File: src/rtl/sar_seq_ctrl_pkg.sv
// Shared types and sizing helpers for the SAR conversion sequencer.
package sar_ctrl_pkg;

    typedef enum logic [2:0] {
        IDLE   = 3'd0,
        SAMPLE = 3'd1,
        CMP    = 3'd2,
        SETTLE = 3'd3,
        DONE   = 3'd4
    } sar_state_t;

    localparam int OVERRUN_W = 8;

    // Width of a phase counter able to count the longest of the three phases.
    function automatic int phase_cnt_w(input int a, input int b, input int c);
        int m;
        m = (a > b) ? a : b;
        m = (c > m) ? c : m;
        return $clog2(m) + 1;
    endfunction

endpackage

File: src/rtl/sar_out_reg.sv
// One-deep valid/ready result register with a saturating dropped-word counter.
module sar_out_reg
    import sar_ctrl_pkg::*;
#(
    parameter int W = 8
) (
    input  logic                 clk,
    input  logic                 rst_n,
    input  logic                 load_i,
    input  logic [W-1:0]         data_i,
    input  logic                 err_i,
    input  logic                 ready_i,
    output logic [W-1:0]         data_o,
    output logic                 err_o,
    output logic                 valid_o,
    output logic [OVERRUN_W-1:0] overrun_o
);

    localparam logic [OVERRUN_W-1:0] OVR_MAX = {OVERRUN_W{1'b1}};
    localparam logic [OVERRUN_W-1:0] OVR_ONE = {{(OVERRUN_W-1){1'b0}}, 1'b1};

    logic [W-1:0]         data_q, data_d;
    logic                 err_q, err_d;
    logic                 valid_q, valid_d;
    logic [OVERRUN_W-1:0] ovr_q, ovr_d;
    logic                 xfer_s;

    // Next-state: a load wins when the slot is free or being drained, else it is counted as dropped.
    always_comb begin
        data_d  = data_q;
        err_d   = err_q;
        valid_d = valid_q;
        ovr_d   = ovr_q;
        xfer_s  = valid_q & ready_i;
        if (load_i) begin
            if (valid_q && !xfer_s) begin
                if (ovr_q != OVR_MAX) begin
                    ovr_d = ovr_q + OVR_ONE;
                end else begin
                    ovr_d = ovr_q;
                end
            end else begin
                data_d  = data_i;
                err_d   = err_i;
                valid_d = 1'b1;
            end
        end else if (xfer_s) begin
            valid_d = 1'b0;
        end else begin
            valid_d = valid_q;
        end
    end

    // Output register state.
    always_ff @(posedge clk or negedge rst_n) begin
        if (!rst_n) begin
            data_q  <= {W{1'b0}};
            err_q   <= 1'b0;
            valid_q <= 1'b0;
            ovr_q   <= {OVERRUN_W{1'b0}};
        end else begin
            data_q  <= data_d;
            err_q   <= err_d;
            valid_q <= valid_d;
            ovr_q   <= ovr_d;
        end
    end

    assign data_o    = data_q;
    assign err_o     = err_q;
    assign valid_o   = valid_q;
    assign overrun_o = ovr_q;

endmodule

File: src/rtl/sar_seq_ctrl.sv
// Clocked SAR conversion sequencer: sample, per-bit comparison with timeout, DAC steering.
module sar_seq_ctrl
    import sar_ctrl_pkg::*;
#(
    parameter int ADC_BITS    = 8,
    parameter int SAMPLE_CYC  = 2,
    parameter int SETTLE_CYC  = 1,
    parameter int CMP_TIMEOUT = 4
) (
    input  logic                 clk,
    input  logic                 rst_n,
    input  logic                 start,
    output logic                 busy,
    output logic                 sample,
    output logic                 cmp_clk,
    input  logic                 cmp_done,
    input  logic                 cmp_out,
    output logic [1:ADC_BITS-1]  dac_data_h,
    output logic [1:ADC_BITS-1]  dac_data_l,
    output logic [ADC_BITS-1:0]  dout,
    output logic                 dout_err,
    output logic                 dout_valid,
    input  logic                 dout_ready,
    output logic [OVERRUN_W-1:0] overrun_cnt
);

    localparam int CW = phase_cnt_w(SAMPLE_CYC, SETTLE_CYC, CMP_TIMEOUT);
    localparam int IW = $clog2(ADC_BITS + 1);

    localparam logic [CW-1:0] CNT_ZERO    = {CW{1'b0}};
    localparam logic [CW-1:0] CNT_ONE     = CW'(1);
    localparam logic [CW-1:0] SAMPLE_LAST = CW'(SAMPLE_CYC - 1);
    localparam logic [CW-1:0] SETTLE_LAST = CW'(SETTLE_CYC - 1);
    localparam logic [CW-1:0] CMP_LAST    = CW'(CMP_TIMEOUT - 1);
    localparam logic [IW-1:0] IDX_ONE     = IW'(1);
    localparam logic [IW-1:0] IDX_LAST    = IW'(ADC_BITS);
    localparam logic [1:ADC_BITS-1] DAC_ZERO = {(ADC_BITS-1){1'b0}};

    sar_state_t            state_q, state_d;
    logic [CW-1:0]         cnt_q, cnt_d;
    logic [IW-1:0]         idx_q, idx_d;
    logic [1:ADC_BITS-1]   dac_h_q, dac_h_d, dac_l_q, dac_l_d;
    logic [ADC_BITS-1:0]   res_q, res_d;
    logic                  err_q, err_d;
    logic                  busy_q, sample_q, cmp_clk_q;
    logic                  fire_s, dec_s, load_s;

    // Next-state, phase counting, result write and DAC steering.
    always_comb begin
        state_d = state_q;
        cnt_d   = cnt_q + CNT_ONE;
        idx_d   = idx_q;
        dac_h_d = dac_h_q;
        dac_l_d = dac_l_q;
        res_d   = res_q;
        err_d   = err_q;
        fire_s  = 1'b0;
        dec_s   = 1'b0;
        load_s  = 1'b0;
        case (state_q)
            IDLE: begin
                cnt_d = CNT_ZERO;
                if (start) begin
                    state_d = SAMPLE;
                    idx_d   = IDX_ONE;
                end else begin
                    state_d = IDLE;
                end
            end
            SAMPLE: begin
                if (cnt_q == SAMPLE_LAST) begin
                    state_d = CMP;
                    cnt_d   = CNT_ZERO;
                    idx_d   = IDX_ONE;
                end else begin
                    state_d = SAMPLE;
                end
            end
            CMP: begin
                // The first strobe cycle gives the comparator no time to resolve, so cmp_done is not trusted there.
                if ((cnt_q != CNT_ZERO) && cmp_done) begin
                    fire_s = 1'b1;
                    dec_s  = cmp_out;
                end else if (cnt_q == CMP_LAST) begin
                    fire_s = 1'b1;
                    dec_s  = 1'b0;
                    err_d  = 1'b1;
                end else begin
                    fire_s = 1'b0;
                end
                if (fire_s) begin
                    for (int k = 0; k < ADC_BITS; k++) begin
                        if (k == (ADC_BITS - int'(idx_q))) begin
                            res_d[k] = dec_s;
                        end else begin
                            res_d[k] = res_q[k];
                        end
                    end
                    for (int k = 1; k < ADC_BITS; k++) begin
                        if (k == int'(idx_q)) begin
                            if (dec_s) begin
                                dac_l_d[k] = 1'b1;
                            end else begin
                                dac_h_d[k] = 1'b1;
                            end
                        end else begin
                            dac_l_d[k] = dac_l_q[k];
                        end
                    end
                    cnt_d = CNT_ZERO;
                    if (idx_q == IDX_LAST) begin
                        state_d = DONE;
                    end else if (SETTLE_CYC > 0) begin
                        state_d = SETTLE;
                    end else begin
                        state_d = CMP;
                        idx_d   = idx_q + IDX_ONE;
                    end
                end else begin
                    state_d = CMP;
                end
            end
            SETTLE: begin
                if (cnt_q == SETTLE_LAST) begin
                    state_d = CMP;
                    cnt_d   = CNT_ZERO;
                    idx_d   = idx_q + IDX_ONE;
                end else begin
                    state_d = SETTLE;
                end
            end
            DONE: begin
                load_s  = 1'b1;
                state_d = IDLE;
                cnt_d   = CNT_ZERO;
                idx_d   = IDX_ONE;
                dac_h_d = DAC_ZERO;
                dac_l_d = DAC_ZERO;
                res_d   = {ADC_BITS{1'b0}};
                err_d   = 1'b0;
            end
            default: begin
                state_d = IDLE;
                cnt_d   = CNT_ZERO;
                idx_d   = IDX_ONE;
                dac_h_d = DAC_ZERO;
                dac_l_d = DAC_ZERO;
                err_d   = 1'b0;
            end
        endcase
    end

    // Sequencer state; control outputs are flopped from the next state so the comparator strobe is glitch-free.
    always_ff @(posedge clk or negedge rst_n) begin
        if (!rst_n) begin
            state_q   <= IDLE;
            cnt_q     <= CNT_ZERO;
            idx_q     <= IDX_ONE;
            dac_h_q   <= DAC_ZERO;
            dac_l_q   <= DAC_ZERO;
            res_q     <= {ADC_BITS{1'b0}};
            err_q     <= 1'b0;
            busy_q    <= 1'b0;
            sample_q  <= 1'b0;
            cmp_clk_q <= 1'b0;
        end else begin
            state_q   <= state_d;
            cnt_q     <= cnt_d;
            idx_q     <= idx_d;
            dac_h_q   <= dac_h_d;
            dac_l_q   <= dac_l_d;
            res_q     <= res_d;
            err_q     <= err_d;
            busy_q    <= (state_d != IDLE);
            sample_q  <= (state_d == SAMPLE);
            cmp_clk_q <= (state_d == CMP);
        end
    end

    assign busy       = busy_q;
    assign sample     = sample_q;
    assign cmp_clk    = cmp_clk_q;
    assign dac_data_h = dac_h_q;
    assign dac_data_l = dac_l_q;

    sar_out_reg #(.W(ADC_BITS)) u_out_reg (
        .clk       (clk),
        .rst_n     (rst_n),
        .load_i    (load_s),
        .data_i    (res_q),
        .err_i     (err_q),
        .ready_i   (dout_ready),
        .data_o    (dout),
        .err_o     (dout_err),
        .valid_o   (dout_valid),
        .overrun_o (overrun_cnt)
    );

endmodule

File: config.mk
export PLATFORM = sky130hd
export DESIGN_NAME = sar_seq_ctrl
export DESIGN_NICKNAME = d
export VERILOG_FILES = /design/src/rtl/sar_seq_ctrl_pkg.sv /design/src/rtl/sar_out_reg.sv /design/src/rtl/sar_seq_ctrl.sv
export SDC_FILE = /design/constraint.sdc
export NUM_CORES = 1
export LEC_CHECK = 0
export BUFFER_PORTS_ARGS = -buffer_cell sky130_fd_sc_hd__buf_2
export CAP_MARGIN = 5
export CORE_MARGIN = 1.5
export CORE_UTILIZATION = 36
export CTS_BUF_LIST = sky130_fd_sc_hd__clkbuf_4 sky130_fd_sc_hd__clkbuf_8
export CTS_CLUSTER_SIZE = 25
export DETAILED_ROUTE_END_ITERATION = 7
export GPL_TIMING_DRIVEN = 0
export PLACE_DENSITY = 0.52
export SLEW_MARGIN = 20
export SYNTH_ARGS = -nofsm -noshare
export SYNTH_HDL_FRONTEND = slang
export SYNTH_SLANG_ARGS = --single-unit
export TNS_END_PERCENT = 10
File: constraint.sdc
create_clock -name clk -period 3.9 [get_ports clk]
set_clock_uncertainty 0.05 [all_clocks]
set_input_delay 0.39 -clock clk [delete_from_list [all_inputs] [get_ports clk]]
set_output_delay 0.39 -clock clk [all_outputs]
set_load 0.02 [all_outputs]
==> run metrics <==
Root Driver clkbuf_8; GPL Wtd Cong 0.7421; Initial DRC Count 72; PwrDens 667.4 nW/um^2; first-pass GRT wire length 8907 um; RSZ-0062 raised after global routing no; CP startpoint kind register; Overflow after GRT 0; Resized Gates After CTS 0; grt met2 use 23.53%; Initial Utilization 37.86%; largest net degree at the start of global routing 55; met3 usage 3.265%; initial antenna violation count 0; power share of the clock group 17.5%; Antenna diodes 0; final setup fails 0; logic gate share of total power 42.8%; hold_ws 0.07077 ns; Synth-to-Final Area Change 16.47%; Pint 1.230 mW; syn nets 256; die width 88.45 um; Hold Buf Count CTS 0; final-report max-slew violation count 0; Seq/Total Area, Yosys 51.45%; vias in the first global route 1838; I/O Buffers 40; crit path DAT 2.47 ns; switching part of the total 39.82%; P_sw 0.8137 mW; maximum clock frequency 0.4296 GHz; core area 6944 um^2; Die ar. 7823 um^2; busiest grt layer met2; critical path class reg -> reg; Core Util, Final 44.09%; Detailed Route WL 5335 um; Syn Inst Count 237; H-tree Lvls 2; CP endpoint kind register; fin area 3062 um^2; total leakage power 1.521 nW; CP max FO 10; Post-Syn Area 2629 um^2; Clock Latency Late Sink 0.30 ns; sequential power share 39.7%; Tmin final 2.328 ns; Antenna Nets Post-Route 0; ys flop type dfrtp_1; Max Cap Viol 0; CTS Buf Count 5; outcome complete, no violations; GRT Total Usage 14.91%; total power draw 2.043 mW; area leader, netlist dfrtp_1; Cell Rows 30; via count 1865; Final nets 303; EDFF count, synth 0; Longest Clk Path Bufs 2; layout cells sized above 1 27.02%; Area after DPL 2952 um^2; clock sinks 54; Worst-path clk slew 0.09 ns; type of the most critical hold path in -> async; asr flop ratio synth 100.0%; Max-Slew Margin vs Limit 54.17%; FF+latch count, synth 54; VDD IR max 0.2729 mV; post-CTS setup repair buffer count 0; Tcrit/Tclk final 59.69%; drt drc 0; met1 Use GR 20.72%; Final TNS setup 0 ns; area share of the largest cell type after synthesis 50.45%; # IOs 41; Die Ht 88.45 um; synth unique cells 50; Post-Syn Area per Cell 11.09 um^2; Synth area leaders dfrtp_1, ha_1, mux2_2; vias per std cell 4.895; CTS tree done; post-DR wirelength/cell 14.00 um; worst-margin pin slew 0.6874 ns; DRT Pass-1 Iters 6; Worst EP required 4.04 ns; Synth Warn # 0; DP HPWL 3765 um; count of final hold-check violations 0
[logic make-up (layout without fill, tap and decap cells)]
kind of cell	Yosys count	after routing	share of synthesized area, %
buf+inv	17	65	3.093
flops	54	54	51.45
fa+ha+maj	13	13	6.188
simple gates	85	85	17.56
mux	18	18	7.520
compound gates	41	41	11.19
xor+xnor	9	9	2.999
[power groups by stage]
| stage | registers [mW] | logic (mW) | clock network [mW] |
|---|---|---|---|
| 2_1_floorplan | 0.895 | 0.556 | 0 |
| 3_3_place_gp | 0.821 | 0.870 | 0 |
| 3_5_place_dp | 0.825 | 0.876 | 0 |
| 4_1_cts | 0.814 | 0.884 | 0.373 |
| 5_1_grt | 0.831 | 0.983 | 0.388 |
| 6_report | 0.811 | 0.875 | 0.357 |
[flip-flops by register name (all words and copies together) (netlist names)]
name                 cells
res_q                    8
u_out_reg.data_o         8
u_out_reg.overrun_o      8
dac_data_h               7
dac_data_l               7
idx_q                    4
cnt_q                    3
state_q                  3
busy                     1
cmp_clk                  1
err_q                    1
sample                   1
u_out_reg.err_o          1
u_out_reg.valid_o        1
[per-layer routing]
layer | share of wire, % | vias up
met5 | 0 | -
met4 | 0.75 | 0
met3 | 3.0 | 5
met2 | 47 | 27
met1 | 49 | 916
li1 | - | 917
[cell usage after synthesis (2+ instances only)]
| cell type | count |
|---|---|
| nor2_1 | 19 |
| o22a_1 | 2 |
| nor2b_1 | 5 |
| nand2b_1 | 5 |
| a31oi_1 | 2 |
| nand4_1 | 4 |
| xnor2_1 | 6 |
| mux2i_1 | 4 |
| inv_1 | 9 |
| ha_1 | 13 |
| nand2_1 | 21 |
| o2111ai_1 | 2 |
| nor3b_1 | 6 |
| a21oi_1 | 10 |
| and3_1 | 3 |
| a22o_1 | 7 |
| dfrtp_1 | 53 |
| o21ai_0 | 4 |
| o31ai_1 | 2 |
| nand3_1 | 5 |
| mux2_2 | 11 |
| xor2_1 | 3 |
| o21ai_1 | 3 |
| buf_2 | 5 |
| nor3_1 | 3 |
| mux2_1 | 3 |
| or2_2 | 2 |
| and2_1 | 3 |
[final timing paths]
kind | depth (start not counted) | startpoint | endpoint | slack [ns]
max | 7 | idx_q[0] | res_q[6] | 1.57
max reg2reg | 7 | idx_q[0] | res_q[6] | 1.57
min in group clk | 4 | cmp_done | err_q | 0.40
max in group asynchronous | 1 | rst_n | state_q[0] | 3.27
min | 1 | rst_n | u_out_reg.data_o[7] | 0.07
min reg2reg | 1 | dac_data_l[7] | dac_data_l[7] | 0.44
[area by class of cell]
type,instances,area (um^2)
multi-input combinational,166,1195
sequential,54,1353
fill,679,3882
tap,96,120.1
inverter,9,33.78
timing repair buffer,40,202.7
buffer,8,47.55
clock buffer,8,110.1
[through the flow]
stage                     worst slack (ns)  cells
after floorplan                      1.875    237
after global placement               1.641    373
after detailed placement             1.593    373
after CTS                            1.580    381
after global routing                 1.429    381
final                                1.572    381
[layout by cell type, fill, tap and decap left out, types with 6 or more instances in the layout]
master    instances
nor2_1           19
a22o_1            7
buf_2            44
nor3b_1           6
inv_1             9
nand2_1          21
ha_1             13
xnor2_1           6
clkbuf_8          8
mux2_2           11
a21oi_1          10
dfrtp_1          53
[worst max-delay path, stage by stage, from the launching register on]
cell     delay (ns)
dfstp_2        0.64
inv_1          0.12
ha_1           0.29
and2_1         0.18
a21oi_1        0.31
nor3b_1        0.12
o21ai_1        0.16
mux2_2         0.34
No activity file was read; power rests on OpenSTA's default activity.
